<file path="src/rtl/trace_pkg.sv">
// Shared types and helpers for the trace replay driver.
package trace_pkg;

  localparam int CYCLE_W = 32;

  typedef enum logic [1:0] {
    IDLE   = 2'd0,
    RUN    = 2'd1,
    FINISH = 2'd2
  } state_t;

  // Increment that sticks at all-ones instead of wrapping.
  function automatic logic [CYCLE_W-1:0] sat_inc(input logic [CYCLE_W-1:0] v);
    logic [CYCLE_W-1:0] r;
    if (v == {CYCLE_W{1'b1}}) begin
      r = v;
    end else begin
      r = v + {{(CYCLE_W-1){1'b0}}, 1'b1};
    end
    return r;
  endfunction

endpackage

</file>
<file path="src/rtl/trace_mem.sv">
// Stimulus store: register array, synchronous write, combinational read.
module trace_mem
  import trace_pkg::*;
#(
  parameter int WIDTH = 8,
  parameter int DEPTH = 16,
  localparam int AW = $clog2(DEPTH)
) (
  input  logic             clock,
  input  logic             wr_en,
  input  logic [AW-1:0]    wr_addr,
  input  logic [WIDTH-1:0] wr_data,
  input  logic [AW-1:0]    rd_addr,
  output logic [WIDTH-1:0] rd_data
);

  logic [WIDTH-1:0] mem_q [DEPTH];

  // Contents are deliberately left out of reset.
  always_ff @(posedge clock) begin
    if (wr_en) begin
      mem_q[wr_addr] <= wr_data;
    end
  end

  assign rd_data = mem_q[rd_addr];

endmodule

</file>
<file path="src/rtl/trace_replay_driver.sv">
// Replays stored per-cycle input vectors into a miter, counting cycles and
// latching the first cycle on which the miter reports a failure.
module trace_replay_driver
  import trace_pkg::*;
#(
  parameter int WIDTH        = 8,
  parameter int DEPTH        = 16,
  parameter int STOP_ON_FAIL = 1,
  localparam int AW = $clog2(DEPTH)
) (
  input  logic               clock,
  input  logic               reset,
  input  logic               wr_en,
  input  logic [AW-1:0]      wr_addr,
  input  logic [WIDTH-1:0]   wr_data,
  input  logic               start,
  input  logic [AW:0]        len,
  input  logic               loop,
  input  logic               abort,
  input  logic               fail,
  output logic [WIDTH-1:0]   stim,
  output logic               stim_valid,
  output logic               genclock,
  output logic [CYCLE_W-1:0] cycle,
  output logic               busy,
  output logic               done,
  output logic               fail_seen,
  output logic [CYCLE_W-1:0] fail_cycle
);

  localparam logic [AW:0] DEPTH_L = (AW+1)'(DEPTH);
  localparam logic [AW:0] ONE_L   = (AW+1)'(1'b1);

  state_t             state_q, state_d;
  logic [AW-1:0]      idx_q, idx_d;
  logic [AW:0]        len_q, len_d;
  logic               loop_q, loop_d;
  logic [CYCLE_W-1:0] cycle_q, cycle_d;
  logic [CYCLE_W-1:0] fail_cycle_q, fail_cycle_d;
  logic [WIDTH-1:0]   stim_q, stim_d;
  logic               stim_valid_q, stim_valid_d;
  logic               genclock_q, genclock_d;
  logic               busy_q, busy_d;
  logic               done_q, done_d;
  logic               fail_seen_q, fail_seen_d;

  logic               mem_we_s;
  logic [AW-1:0]      rd_addr_s;
  logic [WIDTH-1:0]   rd_data_s;
  logic [WIDTH-1:0]   rd_word_s;
  logic [AW:0]        len_clamped_s;
  logic               last_s;
  logic               fail_hit_s;

  assign mem_we_s      = wr_en && (state_q == IDLE);
  assign len_clamped_s = (len > DEPTH_L) ? DEPTH_L : len;
  assign last_s        = ({1'b0, idx_q} == (len_q - ONE_L));
  assign fail_hit_s    = fail && stim_valid_q && !fail_seen_q;
  assign rd_addr_s     = ((state_q == RUN) && !last_s) ? (idx_q + AW'(1'b1)) : '0;
  // Forward a same-edge write so start+write to address 0 replays the new word.
  assign rd_word_s     = (mem_we_s && (wr_addr == rd_addr_s)) ? wr_data : rd_data_s;

  trace_mem #(
    .WIDTH (WIDTH),
    .DEPTH (DEPTH)
  ) u_mem (
    .clock   (clock),
    .wr_en   (mem_we_s),
    .wr_addr (wr_addr),
    .wr_data (wr_data),
    .rd_addr (rd_addr_s),
    .rd_data (rd_data_s)
  );

  // Next-state and next-output logic for the replay sequencer.
  always_comb begin
    state_d      = state_q;
    idx_d        = idx_q;
    len_d        = len_q;
    loop_d       = loop_q;
    cycle_d      = cycle_q;
    stim_d       = stim_q;
    fail_seen_d  = fail_seen_q;
    fail_cycle_d = fail_cycle_q;
    stim_valid_d = 1'b0;
    genclock_d   = 1'b0;
    busy_d       = 1'b0;
    done_d       = 1'b0;
    case (state_q)
      IDLE: begin
        if (start) begin
          len_d        = len_clamped_s;
          loop_d       = loop;
          fail_seen_d  = 1'b0;
          fail_cycle_d = '0;
          cycle_d      = '0;
          idx_d        = '0;
          busy_d       = 1'b1;
          if (len_clamped_s == '0) begin
            state_d = FINISH;
            done_d  = 1'b1;
          end else begin
            state_d      = RUN;
            stim_d       = rd_word_s;
            stim_valid_d = 1'b1;
            genclock_d   = 1'b1;
          end
        end else begin
          state_d = IDLE;
        end
      end
      RUN: begin
        if (abort) begin
          state_d = IDLE;
        end else begin
          if (fail_hit_s) begin
            fail_seen_d  = 1'b1;
            fail_cycle_d = cycle_q;
          end else begin
            fail_seen_d  = fail_seen_q;
          end
          // Fail-stop outranks end-of-length; a failing last state still records.
          if ((fail_hit_s && (STOP_ON_FAIL != 0)) || (last_s && !loop_q)) begin
            state_d = FINISH;
            done_d  = 1'b1;
            busy_d  = 1'b1;
          end else begin
            state_d      = RUN;
            idx_d        = rd_addr_s;
            cycle_d      = sat_inc(cycle_q);
            stim_d       = rd_word_s;
            stim_valid_d = 1'b1;
            genclock_d   = 1'b1;
            busy_d       = 1'b1;
          end
        end
      end
      FINISH: begin
        state_d = IDLE;
      end
      default: begin
        state_d = IDLE;
      end
    endcase
  end

  // State and registered outputs.
  always_ff @(posedge clock) begin
    if (reset) begin
      state_q      <= IDLE;
      idx_q        <= '0;
      len_q        <= '0;
      loop_q       <= 1'b0;
      cycle_q      <= '0;
      stim_q       <= '0;
      stim_valid_q <= 1'b0;
      genclock_q   <= 1'b0;
      busy_q       <= 1'b0;
      done_q       <= 1'b0;
      fail_seen_q  <= 1'b0;
      fail_cycle_q <= '0;
    end else begin
      state_q      <= state_d;
      idx_q        <= idx_d;
      len_q        <= len_d;
      loop_q       <= loop_d;
      cycle_q      <= cycle_d;
      stim_q       <= stim_d;
      stim_valid_q <= stim_valid_d;
      genclock_q   <= genclock_d;
      busy_q       <= busy_d;
      done_q       <= done_d;
      fail_seen_q  <= fail_seen_d;
      fail_cycle_q <= fail_cycle_d;
    end
  end

  assign stim       = stim_q;
  assign stim_valid = stim_valid_q;
  assign genclock   = genclock_q;
  assign cycle      = cycle_q;
  assign busy       = busy_q;
  assign done       = done_q;
  assign fail_seen  = fail_seen_q;
  assign fail_cycle = fail_cycle_q;

endmodule

</file>
<file path="config.mk">
export PLATFORM = sky130hd
export DESIGN_NAME = trace_replay_driver
export DESIGN_NICKNAME = d
export VERILOG_FILES = /design/src/rtl/trace_pkg.sv /design/src/rtl/trace_mem.sv /design/src/rtl/trace_replay_driver.sv
export SDC_FILE = /design/constraint.sdc
export NUM_CORES = 1
export LEC_CHECK = 0
export ABC_AREA = 0
export BUFFER_PORTS_ARGS = -buffer_cell sky130_fd_sc_hd__buf_2
export CAP_MARGIN = 20
export CORE_ASPECT_RATIO = 0.7
export CORE_MARGIN = 5
export CORE_UTILIZATION = 24
export CTS_CLUSTER_SIZE = 10
export DETAILED_ROUTE_END_ITERATION = 6
export HOLD_SLACK_MARGIN = 0.12
export MAX_ROUTING_LAYER = met4
export PLACE_DENSITY = 0.48
export SLEW_MARGIN = 20
export SYNTH_ARGS = -nofsm -noshare
export SYNTH_HDL_FRONTEND = slang
export SYNTH_SLANG_ARGS = --single-unit
</file>
<file path="constraint.sdc">
create_clock -name clock -period 5.69 [get_ports clock]
set_input_delay 0.8535 -clock clock [delete_from_list [all_inputs] [get_ports clock]]
set_output_delay 0.8535 -clock clock [all_outputs]
set_load 0.02 [all_outputs]
</file>
Word level (Yosys, flattened, before mapping)
Memories as Yosys holds them, arrays and structs flattened.
Cells that the tools add are included.

storage, ports and cells
  input bits = 24
  output and inout port bits = 77
  bits in registers = 88
  RAM bits = 128
  memories kept = 1
  word-level logic and storage cells = 88

cells by class
  add/sub/neg operators = 3
  reductions and logical operators = 18
  magnitude comparators = 1
  equality and inequality tests = 10
  multiplexer cells = 44

memory list
  name         words  bits a word  rd ports  clocked after Yosys merged registers in  write ports  RTL line         RTL
  u_mem.mem_q  16     8            1         0                                        1            trace_mem.sv:17  logic [WIDTH-1:0] mem_q [DEPTH];

operator list
  operator                                                             count
  32-bit two-way mux                                                   6
  32-bit case mux with 2 select lines                                  2
  8-bit two-way mux                                                    5
  32-bit by 1-bit adder with 32-bit output (second input constant)     1
  32-bit equality test (second input constant)                         1
  4-bit two-way mux                                                    4
  8-bit case mux with 2 select lines                                   1
  1-bit two-way mux                                                    15
  2-bit inequality test (second input constant)                        6
  5-bit AND reduction                                                  2
  2-bit two-way mux                                                    4
  1-bit case mux with 2 select lines                                   4
  4-bit case mux with 2 select lines                                   1
  4-bit AND reduction                                                  2
  1-bit logical AND                                                    6
  4-bit by 5-bit equality test with 1-bit output                       1
  5-bit > comparator (second input constant)                           1
  5-bit logical NOT                                                    1
  5-bit two-way mux                                                    1
  5-bit by 1-bit subtractor with 5-bit output (second input constant)  1
  4-bit by 1-bit adder with 4-bit output (second input constant)       1
  4-bit equality test                                                  1
  2-bit case mux with 2 select lines                                   1
  1-bit logical NOT                                                    3
  5 further kinds                                                      5

Depth between registers and ports, before layout
  word-level depth = 11
  depth in mapped cells = 11
  gate-level depth less buffers = 10

Modules after synthesis
From an unflattened synthesis, not the netlist that was laid out.

unflattened totals
  cells, all modules = 695
  area total of the unflattened synthesis = 9083.7 µm²

by module, submodules not included
  module               instances  seq. area each (µm²)  cells each  area an instance (µm²)
  trace_mem            1          3843.7                221         4987.3
  trace_replay_driver  1          1721.7                474         4096.4

Worst setup path before layout
OpenSTA, ideal clock, no wires.

  kind = input -> register
  start = input abort
  end = register cycle_q[17], in the netlist cycle[17]
  buffers on the path = 0
  slack = 3.024 ns
  data required time = 5.562 ns
  stages on the path = 7
  library setup time = 0.128 ns
  data arrival time = 2.538 ns
  cell sequence = nand2b_1 o21ai_0 nor2b_1 o2111ai_1 or4_2 xor2_1 nor2_1

between the ends
  cells in the longest elaborated chain, start to end = 2

ends and longest elaborated chain
  what                                    RTL line                    RTL
  from (decl)                             trace_replay_driver.sv:19   input logic abort,
  2-bit inequality test (no source line)  n/a
  5-bit AND reduction (no source line)    n/a
  to (signal assigned)                    trace_replay_driver.sv:167  cycle_q <= cycle_d;
  to (decl)                               trace_replay_driver.sv:38   logic [CYCLE_W-1:0] cycle_q, cycle_d;

Every way passes these cells.
A chain may end at the register's enable or synchronous reset.

Worst setup path after layout
  start = register idx_q[0]
  end = register stim_q[6], in the netlist stim[6]

between the ends
  cells in the longest elaborated chain, start to end = 10
  elaborated cells on any way between the ends = 18
  those cells by class = add/sub (1); eq/ne (3); mux (7); reduce/logical (6); memory (1)

ends and longest elaborated chain
  what                                                                        RTL line                    RTL
  from (decl)                                                                 trace_replay_driver.sv:35   logic [AW-1:0] idx_q, idx_d;
  from (signal assigned)                                                      trace_replay_driver.sv:164  idx_q <= idx_d;
  parallel branches: the longest is 10 deep, another holds memory 16 x 8 bit  n/a
  to (signal assigned)                                                        trace_replay_driver.sv:168  stim_q <= stim_d;
  to (decl)                                                                   trace_replay_driver.sv:40   logic [WIDTH-1:0] stim_q, stim_d;

Several ways; the timed one is not identified. The select of a mux whose other input is x is not followed.

==> metrics.md <==
| Metric | Value |
|---|---|
| Relative slew slack | `approximately 29%` |
| MaxCap Viol Count | `0` |
| TritonCTS Buffers | `25` |
| WHS Path Cells | `2` |
| CP Max Fanout | `54` |
| Synth Register Bits | `214` |
| Peak VDD IR | `roughly 0.18 mV` |
| Num rows | `roughly 60` |
| Hold Slack | `about 450 ps` |
| M3 GR Usage | `about 2.8%` |
| Run status | `finished clean` |
| Gr busiest metal | `met1` |
| Hold WC Path Type | `flip-flop to flip-flop` |
| DRC Markers | `0` |
| Worst Hold End | `fail_cycle[8]` |
| WP data arrival | `roughly 3700 ps` |
| Via count | `roughly 6500` |
| DIE AREA | `between 40000 and 50000 um2` |
| 1st-iter DRT viols | `between 400 and 500` |
| Critical path type | `flip-flop to flip-flop` |
| Die height | `172.9 um` |
| Core Area | `37280 um2` |
| Cell accounting for the most synthesized area | `edfxtp_1` |
| CTS hold repair buffers | `0` |
| CP endpoint kind | `flip-flop` |
| Final Hold Violating Endpoints | `0` |
| CTS resizes | `0` |
| WP data required | `6150 ps` |
| Skew-Pair Late Insertion Delay | `roughly 540 ps` |
| Max-slew violations | `0` |
| Syn. warnings | `0` |
| Pin count of the biggest net entering global routing | `55` |
| Power Dens Cells | `around 310 nW/um2` |
| Initial Utilization | `24.40%` |
| Final core occ | `between 20% and 30%` |
| Post-synthesis sequential area ratio | `between 60% and 70%` |
| Register-to-register setup slack | `2410 ps` |
| Mapped Area | `~9100 um2` |
| Layout area overhead | `19.34%` |
| Fraction of layout cells with a size suffix above 1 | `between 20% and 30%` |
| # H-tree levels | `1` |
| Dpl cells | `roughly 1300` |
| Vias in the first global route | `roughly 6300` |
| Tmin final | `about 3300 ps` |
| Final setup TNS | `0 ps` |
| LEAKAGE | `3.720 nW` |
| Final nets | `between 800 and 900` |
| Final Total Pwr | `~3.3 mW` |
| CTS tree | `done` |
| HPWL after DPL | `around 18 mm` |
| Count leader, synth | `edfxtp_1` |
| Io pins | `between 100 and 150` |
| First-pass GRT wire length | `40.06 mm` |
| Syn nets | `a little over 800` |
| Vias per std cell | `around 4.7` |
| Post-synth top cells | `128 x edfxtp_1, 86 x dfxtp_1, 82 x nand2_1, 60 x nor2_1, 59 x a21oi_1` |
| Met2 GRT Util | `approximately 18%` |
| Grt met1 use | `17.73%` |
| Area contributors post-synth | `edfxtp_1 42%, dfxtp_1 19%, mux4_2 4.0%, nand2_1 3.4%, a21oi_1 3.2%` |
| Achievable Freq | `304.6 MHz` |
| Worst Skew | `between 20 and 25 ps` |
| Gr usage total | `12.35%` |
| Hold_sp | `fail_cycle[8]` |
| EDFF count, synth | `roughly 130` |
| TritonCTS Sinks | `214` |
| Synth top area share | `a little over two fifths` |
| Setup-failing EPs final | `0` |
| Layout filler cell count | `around 3800` |
| Non-Filler Instances | `approximately 1400` |
| # Post-CTS Setup Buffers | `0` |
| FF-to-FF path depth | `8` |
| Die X | `approximately 240 um` |
| Distinct cells, synth | `64` |
| Crit path launch type | `flip-flop` |
| Final WL | `about 26 mm` |
| RR Endpoint | `stim[6]` |
| Initial DRT Pass Iterations | `5` |
| Reg2Reg Launch Point | `idx_q[0]` |
| Routed WL per cell | `between 15 and 20 um` |
| Clock slew seen by the registers of the worst setup and hold paths | `approximately 60 ps` |
| Ys flop type | `edfxtp_1` |
| Remaining global-route overflow | `0` |
| PortBufs | `100` |
| Root Driver | `clkbuf_16` |
| Actual slew at the worst max-slew pin | `1068 ps` |
| RSZ-0062 raised after global routing | `no` |
| Ys async rst share | `0%` |
| Maximum buffer depth of the clock tree | `3` |
| Routability congestion estimate | `around 0.84` |
| Final ANT Viol Nets | `0` |
| Syn Inst Count | `781` |
| Period utilization | `roughly 58%` |
| Mean Syn Cell Area | `11.65 um2` |
| Initial antenna violation count | `1` |
## critical path, cell delays in order, from the launching register on
cell and delay, ps:
dfxtp_2 330, buf_4 560, xnor2_1 190, nor2_1 90, o211a_1 390, nor3_2 970
o21ai_0 230, o32a_1 220, o31ai_1 220
## routing by layer
layer,vias up,wire length [um]
met5,-,0
met4,0,700
met3,49,1412
met2,150,10890
met1,3228,13210
li1,3111,-
## report_power, final
part,leakage [nW],total (mW),switching (mW),internal [mW]
combinational,1.52,0.198,0.142,0.0563
clock,0.346,1.46,0.620,0.838
sequential,1.85,1.67,0.0134,1.66
## flip-flops by register name (all words and copies together) (netlist names)
register,cells
loop_q,1
len_q,5
fail_cycle,32
stim,8
genclock,1
idx_q,4
state_q,1
u_mem.mem_q,128
busy,1
cycle,32
fail_seen,1
## cells in the final DEF (no fill, tap or decap), types with 3 or more instances in the layout
| master | Yosys | layout |
|---|---|---|
| edfxtp_1 | 128 | 128 |
| nand2_1 | 82 | 82 |
| o31a_1 | 7 | 7 |
| ha_1 | 3 | 3 |
| nand3_1 | 50 | 50 |
| o311a_1 | 7 | 7 |
| o221ai_1 | 7 | 7 |
| mux2i_1 | 9 | 9 |
| nor2_1 | 60 | 60 |
| buf_4 | 2 | 14 |
| a211o_1 | 7 | 7 |
| o31ai_1 | 8 | 8 |
| o211ai_1 | 7 | 7 |
| clkbuf_16 | 0 | 25 |
| xnor2_1 | 15 | 15 |
| a32oi_1 | 8 | 8 |
| dfxtp_1 | 86 | 85 |
| nor3_1 | 21 | 21 |
| or3_1 | 9 | 9 |
| xor2_1 | 18 | 17 |
| nand2b_1 | 11 | 11 |
| mux4_2 | 16 | 16 |
| a21o_1 | 7 | 7 |
| buf_2 | 10 | 100 |
| nor3b_1 | 6 | 6 |
| a21oi_1 | 59 | 59 |
| and3_1 | 13 | 13 |
| clkbuf_1 | 39 | 18 |
| inv_1 | 5 | 5 |
| o21ai_0 | 22 | 22 |
| nand4_1 | 13 | 13 |
## cell families (layout without fill, tap and decap cells)
kind of cell	Yosys count	after routing	share of synthesized area, %
AND/OR/NAND/NOR	288	288	15.47
multiplexers	25	25	4.951
buffers and inverters	59	165	2.654
XOR/XNOR	33	33	3.177
AO/OA/AOI/OAI	159	159	12.16
flip-flops	214	214	61.17
adder cells (fa/ha/maj)	3	3	0.4126
other	0	2	0
## cell type report
| class | count | area (um2) | share of cell area (%) |
|---|---|---|---|
| Sequential cell | 214 | 5567 | 51.27 |
| Multi-Input combinational cell | 508 | 3319 | 30.57 |
| Clock buffer | 44 | 706.9 | 6.511 |
| Tap cell | 488 | 610.6 | 5.624 |
| Timing Repair Buffer | 114 | 605.6 | 5.578 |
| Inverter | 6 | 22.52 | 0.2074 |
| Clock inverter | 1 | 20.02 | 0.1844 |
| Antenna cell | 2 | 5.005 | 0.04610 |
## stage by stage
stage               area (um2)  setup slack, ps
CTS                      10850             2415
finish                   10860             2407
global route             10850             2065
floorplan                 9097             3024
global placement         10120             2454
detailed placement       10120             2429
## worst max path at each step
stage | startpoint | endpoint | slack [ps] | cells after the start
floorplan | abort | cycle[17] | 3020 | 7
global placement | idx_q[0] | stim[6] | 2450 | 8
detailed placement | idx_q[0] | stim[6] | 2430 | 8
CTS | idx_q[0] | stim[2] | 2420 | 8
global route | idx_q[0] | stim[6] | 2070 | 8
finish | idx_q[0] | stim[6] | 2410 | 8
Note: power is estimated with default switching activity, not from simulation.
